==> src/rtl/uart_pkg.sv <==
// uart_pkg: shared UART defaults and receiver/transmitter state encoding.
package uart_pkg;
  localparam int CLK_FREQ = 50_000_000;
  localparam int BAUD = 9600;
  localparam int BPS_CNT = CLK_FREQ / BAUD;
  typedef enum logic [2:0] {IDLE, START, DATA, PARITY, STOP} uart_state_e;
endpackage

==> src/rtl/uart_bit_timer.sv <==
// uart_bit_timer: free-running bit-period counter with clear and half/full-bit ticks.
module uart_bit_timer #(
  parameter int BPS_CNT = uart_pkg::BPS_CNT
) (
  input  logic clk,
  input  logic rst_n,
  input  logic i_clr,
  output logic o_half,
  output logic o_full
);
  localparam int W = $clog2(BPS_CNT);
  logic [W-1:0] r_cnt;
  assign o_half = r_cnt == W'(BPS_CNT / 2 - 1);
  assign o_full = r_cnt == W'(BPS_CNT - 1);
  always_ff @(posedge clk or negedge rst_n)
    if (!rst_n) r_cnt <= '0;
    else r_cnt <= (i_clr || o_full) ? '0 : r_cnt + 1'b1;
endmodule

==> src/rtl/uart_byte_rx.sv <==
// uart_byte_rx: 8N1 UART byte receiver with valid/frame-error strobes;
// defining UART_RX_PARITY_EN switches to 8E1 and enables the parity_err strobe.
module uart_byte_rx #(
  parameter int CLK_FREQ = uart_pkg::CLK_FREQ,
  parameter int BAUD = uart_pkg::BAUD
) (
  input  logic       clk,
  input  logic       rst_n,
  input  logic       rx,
  output logic [7:0] rx_data,
  output logic       rx_valid,
  output logic       frame_err,
  output logic       parity_err
);
  import uart_pkg::*;
  localparam int BPS_CNT = CLK_FREQ / BAUD;
`ifdef UART_RX_PARITY_EN
  localparam uart_state_e AFTER_DATA = PARITY;
`else
  localparam uart_state_e AFTER_DATA = STOP;
`endif
  uart_state_e r_state, w_next;
  logic r_sync1, r_sync2, r_dly;
  logic [2:0] r_bit_cnt;
  logic [7:0] r_shift;
  logic w_fall, w_half, w_full, w_clr, w_stop_tick, w_par_bad, w_valid_nxt, w_ferr_nxt;
  assign w_fall = r_dly && !r_sync2;
  uart_bit_timer #(.BPS_CNT(BPS_CNT)) u_timer (
    .clk(clk), .rst_n(rst_n), .i_clr(w_clr), .o_half(w_half), .o_full(w_full)
  );
  always_ff @(posedge clk or negedge rst_n)
    if (!rst_n) r_state <= IDLE;
    else r_state <= w_next;
  always_comb begin
    w_next = r_state;
    case (r_state)
      IDLE:    if (w_fall) w_next = START;
      START:   if (w_half) w_next = r_sync2 ? IDLE : DATA;
      DATA:    if (w_full && r_bit_cnt == 3'd7) w_next = AFTER_DATA;
      PARITY:  if (w_full) w_next = STOP;
      STOP:    if (w_full) w_next = IDLE;
      default: w_next = IDLE;
    endcase
  end
  always_comb begin
    w_clr = r_state == IDLE || (r_state == START && w_half);
    w_stop_tick = r_state == STOP && w_full;
    w_valid_nxt = w_stop_tick && r_sync2 && !w_par_bad;
    w_ferr_nxt = w_stop_tick && !r_sync2;
  end
  // Sync flops reset high so the idle line never looks like a start edge.
  always_ff @(posedge clk or negedge rst_n)
    if (!rst_n) begin
      {r_dly, r_sync2, r_sync1} <= 3'b111;
      r_bit_cnt <= '0;
      r_shift <= '0;
      rx_data <= '0;
      rx_valid <= 1'b0;
      frame_err <= 1'b0;
    end else begin
      {r_dly, r_sync2, r_sync1} <= {r_sync2, r_sync1, rx};
      rx_valid <= w_valid_nxt;
      frame_err <= w_ferr_nxt;
      if (w_valid_nxt) rx_data <= r_shift;
      if (r_state == IDLE) r_bit_cnt <= '0;
      else if (r_state == DATA && w_full) begin
        r_shift <= {r_sync2, r_shift[7:1]};
        r_bit_cnt <= r_bit_cnt + 1'b1;
      end
    end
`ifdef UART_RX_PARITY_EN
  logic r_par;
  assign w_par_bad = ^{r_shift, r_par};
  always_ff @(posedge clk or negedge rst_n)
    if (!rst_n) begin
      r_par <= 1'b0;
      parity_err <= 1'b0;
    end else begin
      if (r_state == PARITY && w_full) r_par <= r_sync2;
      parity_err <= w_stop_tick && r_sync2 && w_par_bad;
    end
`else
  assign w_par_bad = 1'b0;
  assign parity_err = 1'b0;
`endif
endmodule

==> config.mk <==
export PLATFORM = sky130hd
export DESIGN_NAME = uart_byte_rx
export DESIGN_NICKNAME = d
export VERILOG_FILES = /design/src/rtl/uart_pkg.sv /design/src/rtl/uart_bit_timer.sv /design/src/rtl/uart_byte_rx.sv
export SDC_FILE = /design/constraint.sdc
export NUM_CORES = 1
export LEC_CHECK = 0
export BUFFER_PORTS_ARGS = -buffer_cell sky130_fd_sc_hd__buf_2
export CORE_MARGIN = 8
export CORE_UTILIZATION = 58
export DETAILED_ROUTE_END_ITERATION = 8
export HOLD_SLACK_MARGIN = 0.15
export PLACE_DENSITY = 0.77
export SLEW_MARGIN = 15
export SYNTH_ARGS = -nofsm -noshare
export SYNTH_HDL_FRONTEND = slang
export SYNTH_SLANG_ARGS = --single-unit
==> constraint.sdc <==
create_clock -name clk -period 2.62 [get_ports clk]
set_input_delay 0.262 -clock clk [delete_from_list [all_inputs] [get_ports clk]]
set_output_delay 0.262 -clock clk [all_outputs]
set_load 0.005 [all_outputs]
==> impl_metrics.ini, run 1 <==
[power]
design_power_total_mw = 1.34
p_switching_mw = 0.374
swShare_pct = 28.0
power.density_nw_per_um2 = 679
pwr-share-clk_pct = 29.3
vdd_drop_max_mv = 0.501
power.leakage_nw = 0.992
power.internal_mw = 0.963
pwr-share-comb_pct = 14.9
seqPwrFrac_pct = 55.9

[place]
hpwl_um = 2250
placed_cell_area_um2 = 1870
port_buffers = 12
place.gp.congestion = 0.882

[sta]
fin_skew_ns = 0.0106
grt_setup_unrepaired = false
slew_violations = 0
setup_viol = 0
hold_violations = 0
setup_tns_ns = 0
worstMarginPinSlew_ns = 0.847
min_period_ns = 2.22
maxSlewHeadroom_pct = 43.5
fin_crit_sh_pct = 84.7
fmax_mhz = 451

[floorplanning]
die_height_um = 71.7
core_um2 = 3000
io_pins = 14
rows = 20
fp.dieW_um = 71.7
start_util_pct = 60.0
die_area_um2 = 5150

[layout]
fin_nets = 174
finish.utilization_pct = 65.5
antennaDiodeCount = 0
fin_area_um2 = 1970
drive_gt1_share_pct = 24.3
area.growth.synth_to_final_pct = 9.24
fillCellCount = 244

[drt]
firstDrtPassIters = 3
drcViolationCount = 0
vias_per_cell = 5.56
via_count = 1123
drt_iter0_drc = 59
drtAntennaViolNets = 0
wl_um = 3040
wire_per_inst_um = 15.0

[critical_path]
end_kind = flop
worst-path-max-fanout = 9
critical_path_class = reg -> reg
worst_ep_arrival_time_ns = 2.46
critPathRequiredTime_ns = 2.86
startpoint_type = flop

[synth]
netlist_top_cells_count = 37 x dfrtp_1, 20 x nor2_1, 9 x inv_1, 9 x xnor2_1, 8 x mux2_4
synthTopCellsByArea = dfrtp_1 51%, mux2_4 6.7%, dfstp_2 4.4%, mux2_2 4.4%, xnor2_1 4.4%
synth_area_per_cell_um2 = 11.9
yosys.area.top_type_share_pct = 51.4
yosys.area.top_type = dfrtp_1
synthFlopType = dfrtp_1
synth_cells = 151
yosysWarningCount = 0
yosysUniqueCellTypes = 35
synth_area_um2 = 1800
ys_ff_latch = 40
yosysSeqAreaShare_pct = 55.8
synth_nets = 157
yosysMostFrequentCell = dfrtp_1
synth_edf_count = 0
synthArstFlopShare_pct = 100

[global_route]
grt.total_usage_pct = 13.2
overflow = 0
grt_pass1_wl_um = 5310
grt_max_degree = 41
antenna_found_initial = 0
grt_pass1_vias = 1167

[clock_network]
clkTransAtPathRegs_ns = 0.11
cts_setup_buffers = 0
clkLatencyLatePin_ns = 0.34
cts_tree = yes
cts_resized = 0
clockBufferDepth = 2
ctsHoldBuffers = 2
clock-root-buffer = clkbuf_4
cts.sinks = 40
htree_levels = 2
cts_buffers = 5

[outcome]
status = finished clean

[flow_run]
maxCapViolations = 0

[worst_hold_path]
hp-class = reg -> reg
-- kinds of logic after synthesis --
group	share of synthesized area, %
other cells	0.208
xor+xnor	5.35
fa+ha+maj	2.08
buf+inv	4.03
flops	55.8
simple gates	18.0
compound gates	2.99
mux	11.6
-- metrics by stage --
stage | hold slack [ns] | worst slack, ns | std cells
6_report | 0.363 | 0.401 | 202
5_1_grt | 0.369 | 0.304 | 202
4_1_cts | 0.364 | 0.411 | 202
3_5_place_dp | 0.349 | 0.415 | 192
3_3_place_gp | 0.346 | 0.517 | 192
2_1_floorplan | -0.0336 | 0.705 | 151
-- cell type report --
cell class	instances	area [µm²]	area share, %
clock buffers	6	41.3	2.10
clock inverters	2	35.0	1.78
inverters	9	33.8	1.72
multi-input cells	97	724	36.8
flip-flops and latches	40	1000	51.0
well taps	33	41.3	2.10
repair buffers	15	87.6	4.45
-- power by group through the flow --
stage	combinational [mW]	clock (mW)	sequential [mW]
after floorplan	0.149	0	0.740
after global placement	0.179	0	0.752
after detailed placement	0.196	0	0.759
after CTS	0.200	0.403	0.746
after global routing	0.230	0.419	0.757
final	0.199	0.391	0.747
-- critical path: stages, from the launching register on --
cell and delay (ns):
dfrtp_1 0.40, ha_1 0.27, nor4b_4 0.28, nand3_2 0.19, or3_1 0.61, mux2_4 0.38
-- flip-flops by register name, summed over array words and instances (netlist names) --
register,flops
frame_err,1
r_bit_cnt,3
r_state,3
rx_valid,1
r_dly,1
r_sync2,1
u_timer.r_cnt,13
r_shift,8
rx_data,8
r_sync1,1
-- cells in the final DEF (no fill, tap or decap), types with 2 or more instances in the layout --
master / instances
a21oi_1: 2
buf_2: 12
clkbuf_4: 5
dfrtp_1: 37
dfstp_2: 3
dlygate4sd3_1: 2
ha_1: 3
inv_1: 9
mux2_2: 7
mux2_4: 8
nand2_1: 4
nand3_1: 5
nand3b_1: 2
nand4_1: 5
nor2_1: 20
nor3_1: 4
nor4_1: 4
o21ai_0: 7
or3_1: 2
xnor2_1: 9
xor2_1: 2
-- path summary, 6_finish.rpt --
path,startpoint,endpoint,depth (start not counted),slack [ns]
min in group asynchronous,rst_n,rx_data[0],2,0.55
worst max register to register,u_timer.r_cnt[0],rx_data[3],5,0.40
worst min register to register,r_sync1,r_sync2,0,0.36
worst min-delay path,r_sync1,r_sync2,0,0.36
worst max-delay path,u_timer.r_cnt[0],rx_data[3],5,0.40
max in group asynchronous,rst_n,r_state[0],2,1.54
-- routing by layer --
| metal | global-route usage, % | wire length, µm | vias to the layer above |
|---|---|---|---|
| met5 | 0 | 0 | - |
| met4 | 7.48 | 76 | 0 |
| met3 | 4.18 | 134 | 7 |
| met2 | 21.7 | 1540 | 16 |
| met1 | 14.8 | 1290 | 549 |
| li1 | - | - | 551 |
Power figures use the tool's default switching activity.
==> run 2, diff against run 1 <==
==> constraint.sdc (replaced) <==
create_clock -name clk -period 2.1 [get_ports clk]
set_input_delay 0.21 -clock clk [delete_from_list [all_inputs] [get_ports clk]]
set_output_delay 0.21 -clock clk [all_outputs]
set_load 0.005 [all_outputs]
==> run 2 against run 1 <==
Largest power group unchanged; critical path depth unchanged; maximum frequency up 21%; clock skew about the same; flip-flop and latch count is the same; sequential share of layout area down 2.0 points; critical path type unchanged; highest routed layer unchanged; hold slack hardly changed; first-iteration DRC count down 10%; register-to-register slack got worse by 0.13 ns; global-route usage grew 0.34 points; clock power increased by 88%.
==> impl_metrics.ini, run 2 (same netlist as run 1, synthesis figures left out) <==
[critical_path]
worst-path-buf-inv = 0
end_kind = flop
cp.depth = 5
ff2ff_path_depth = 5
critical_path_class = reg -> reg
startpoint_type = flop
worst-path-max-fanout = 9
crit_family = simple AND/OR/NAND/NOR gates
worst_ep_arrival_time_ns = 2.08
critPathSlowestCell = or3_4
critPathRequiredTime_ns = 2.34
worstPathCellList = ha_1 > nor4b_4 > nand3_2 > or3_4 > mux2_4
cpPeakStageDelay_ns = 0.47

[clock_network]
clkTransAtPathRegs_ns = 0.12
cts_tree = yes
cts_setup_buffers = 0
htree_levels = 2
clockBufferDepth = 2
cts.sinks = 40
clock-root-buffer = clkbuf_4
cts_buffers = 5
clkLatencyLatePin_ns = 0.35

[floorplanning]
start_util_pct = 60.0
fp.dieW_um = 71.7
core_um2 = 3000
rows = 20
io_pins = 14
die_area_um2 = 5150
die_height_um = 71.7

[power]
pwr-share-clk_pct = 38.4
swShare_pct = 24.3
seqPwrFrac_pct = 48.8
p_switching_mw = 0.465
power.leakage_nw = 1.03
pwr-share-comb_pct = 12.8
power.density_nw_per_um2 = 935
power.internal_mw = 1.45
vdd_drop_max_mv = 0.603
design_power_total_mw = 1.91

[place]
numPlacedInstances = 195
post-place-ws_ns = 0.0897
port_buffers = 12
place.gp.congestion = 0.784
hpwl_um = 2290

[global_route]
grt.total_usage_pct = 13.5
grt_pass1_wl_um = 5300
grt_pass1_vias = 1170
overflow = 0
grt_max_degree = 41
antenna_found_initial = 0

[layout]
layout_commonest_cell = dfrtp_1
drive_gt1_share_pct = 26.7
multi_input_area_um2 = 729
area.growth.synth_to_final_pct = 13.6
top_regs = u_timer.r_cnt (13), r_shift (8), rx_data (8)
fin_cells = 205
fillCellCount = 227
largest_register_ffs = 13
antennaDiodeCount = 0
final_cell_mix = 37 x dfrtp_1, 20 x nor2_1, 12 x buf_2
area.sequential_um2 = 1000
top_register = u_timer.r_cnt
fin_nets = 177

[worst_hold_path]
holdPathStages = 0
hp-class = reg -> reg

[drt]
drtAntennaViolNets = 0
wire_per_inst_um = 15.1
firstDrtPassIters = 4
drcViolationCount = 0
wl_um = 3100
vias_per_cell = 5.59
drt_iter0_drc = 53
via_count = 1145

[sta]
grt_setup_unrepaired = false
worstMarginPinSlew_ns = 0.844
final.setup.worst_slack_ns = 0.270
hold_violations = 0
setup_viol = 0
min_period_ns = 1.83
slew_violations = 0
hold_ws_ns = 0.363
fin_crit_sh_pct = 87.2
maxSlewHeadroom_pct = 43.8
setup_tns_ns = 0
fmax_mhz = 546
fin_skew_ns = 0.0110

[outcome]
status = finished clean

[flow_run]
maxCapViolations = 0
==> run 2: cell count changes in the layout (fill, tap and decap cells not counted) <==
cell / previous run / this run
bufinv_16: 1 / 3
or3_4: 0 / 1
or3_1: 2 / 1
buf_4: 1 / 4
clkinv_2: 1 / 0
clkbuf_1: 1 / 0
==> run 2: power groups by stage <==
stage / Sequential (mW) / Clock [mW] / Combinational, mW
after detailed placement: 0.948 / 0 / 0.241
after global placement: 0.941 / 0 / 0.233
after global routing: 0.943 / 0.782 / 0.281
after CTS: 0.934 / 0.749 / 0.247
after floorplan: 0.923 / 0 / 0.186
final: 0.934 / 0.735 / 0.244
==> run 2: what timing repair did <==
action	CTS	global route
hold buffers	2	0
hold endpoints to repair	38	0
endpoints found under the setup margin	0	1
gates resized for setup	0	1
==> run 2: per-layer routing <==
metal / vias up / share of wire, % / track usage [%] / routed length, µm
li1: 562 / - / - / -
met1: 556 / 44 / 14.2 / 1370
met2: 19 / 48 / 22.9 / 1500
met3: 8 / 4.3 / 4.74 / 134
met4: 0 / 2.9 / 7.94 / 89
met5: - / 0 / 0 / 0
==> run 2: layout make-up <==
cell class | instances | area share, %
Multi-Input combinational cell | 97 | 35.6
Clock buffer | 5 | 1.83
Timing Repair Buffer | 18 | 5.38
Clock inverter | 3 | 4.40
Sequential cell | 40 | 49.1
Tap cell | 33 | 2.02
Inverter | 9 | 1.65
==> run 2: final timing paths <==
| path | start | slack (ns) | to |
|---|---|---|---|
| max | u_timer.r_cnt[0] | 0.27 | rx_data[3] |
| min | r_sync1 | 0.36 | r_sync2 |
| max reg2reg | u_timer.r_cnt[0] | 0.27 | rx_data[3] |
| min reg2reg | r_sync1 | 0.36 | r_sync2 |
| max in group asynchronous | rst_n | 1.08 | u_timer.r_cnt[12] |
| min in group asynchronous | rst_n | 0.49 | rx_data[1] |
==> run 2: stage by stage <==
stage	utilization, %	cell area, µm²
finish	68.2	2050
CTS	68.0	2040
detailed placement	63.1	1890
floorplan	-	1800
global route	68.2	2050
global placement	63.1	1890
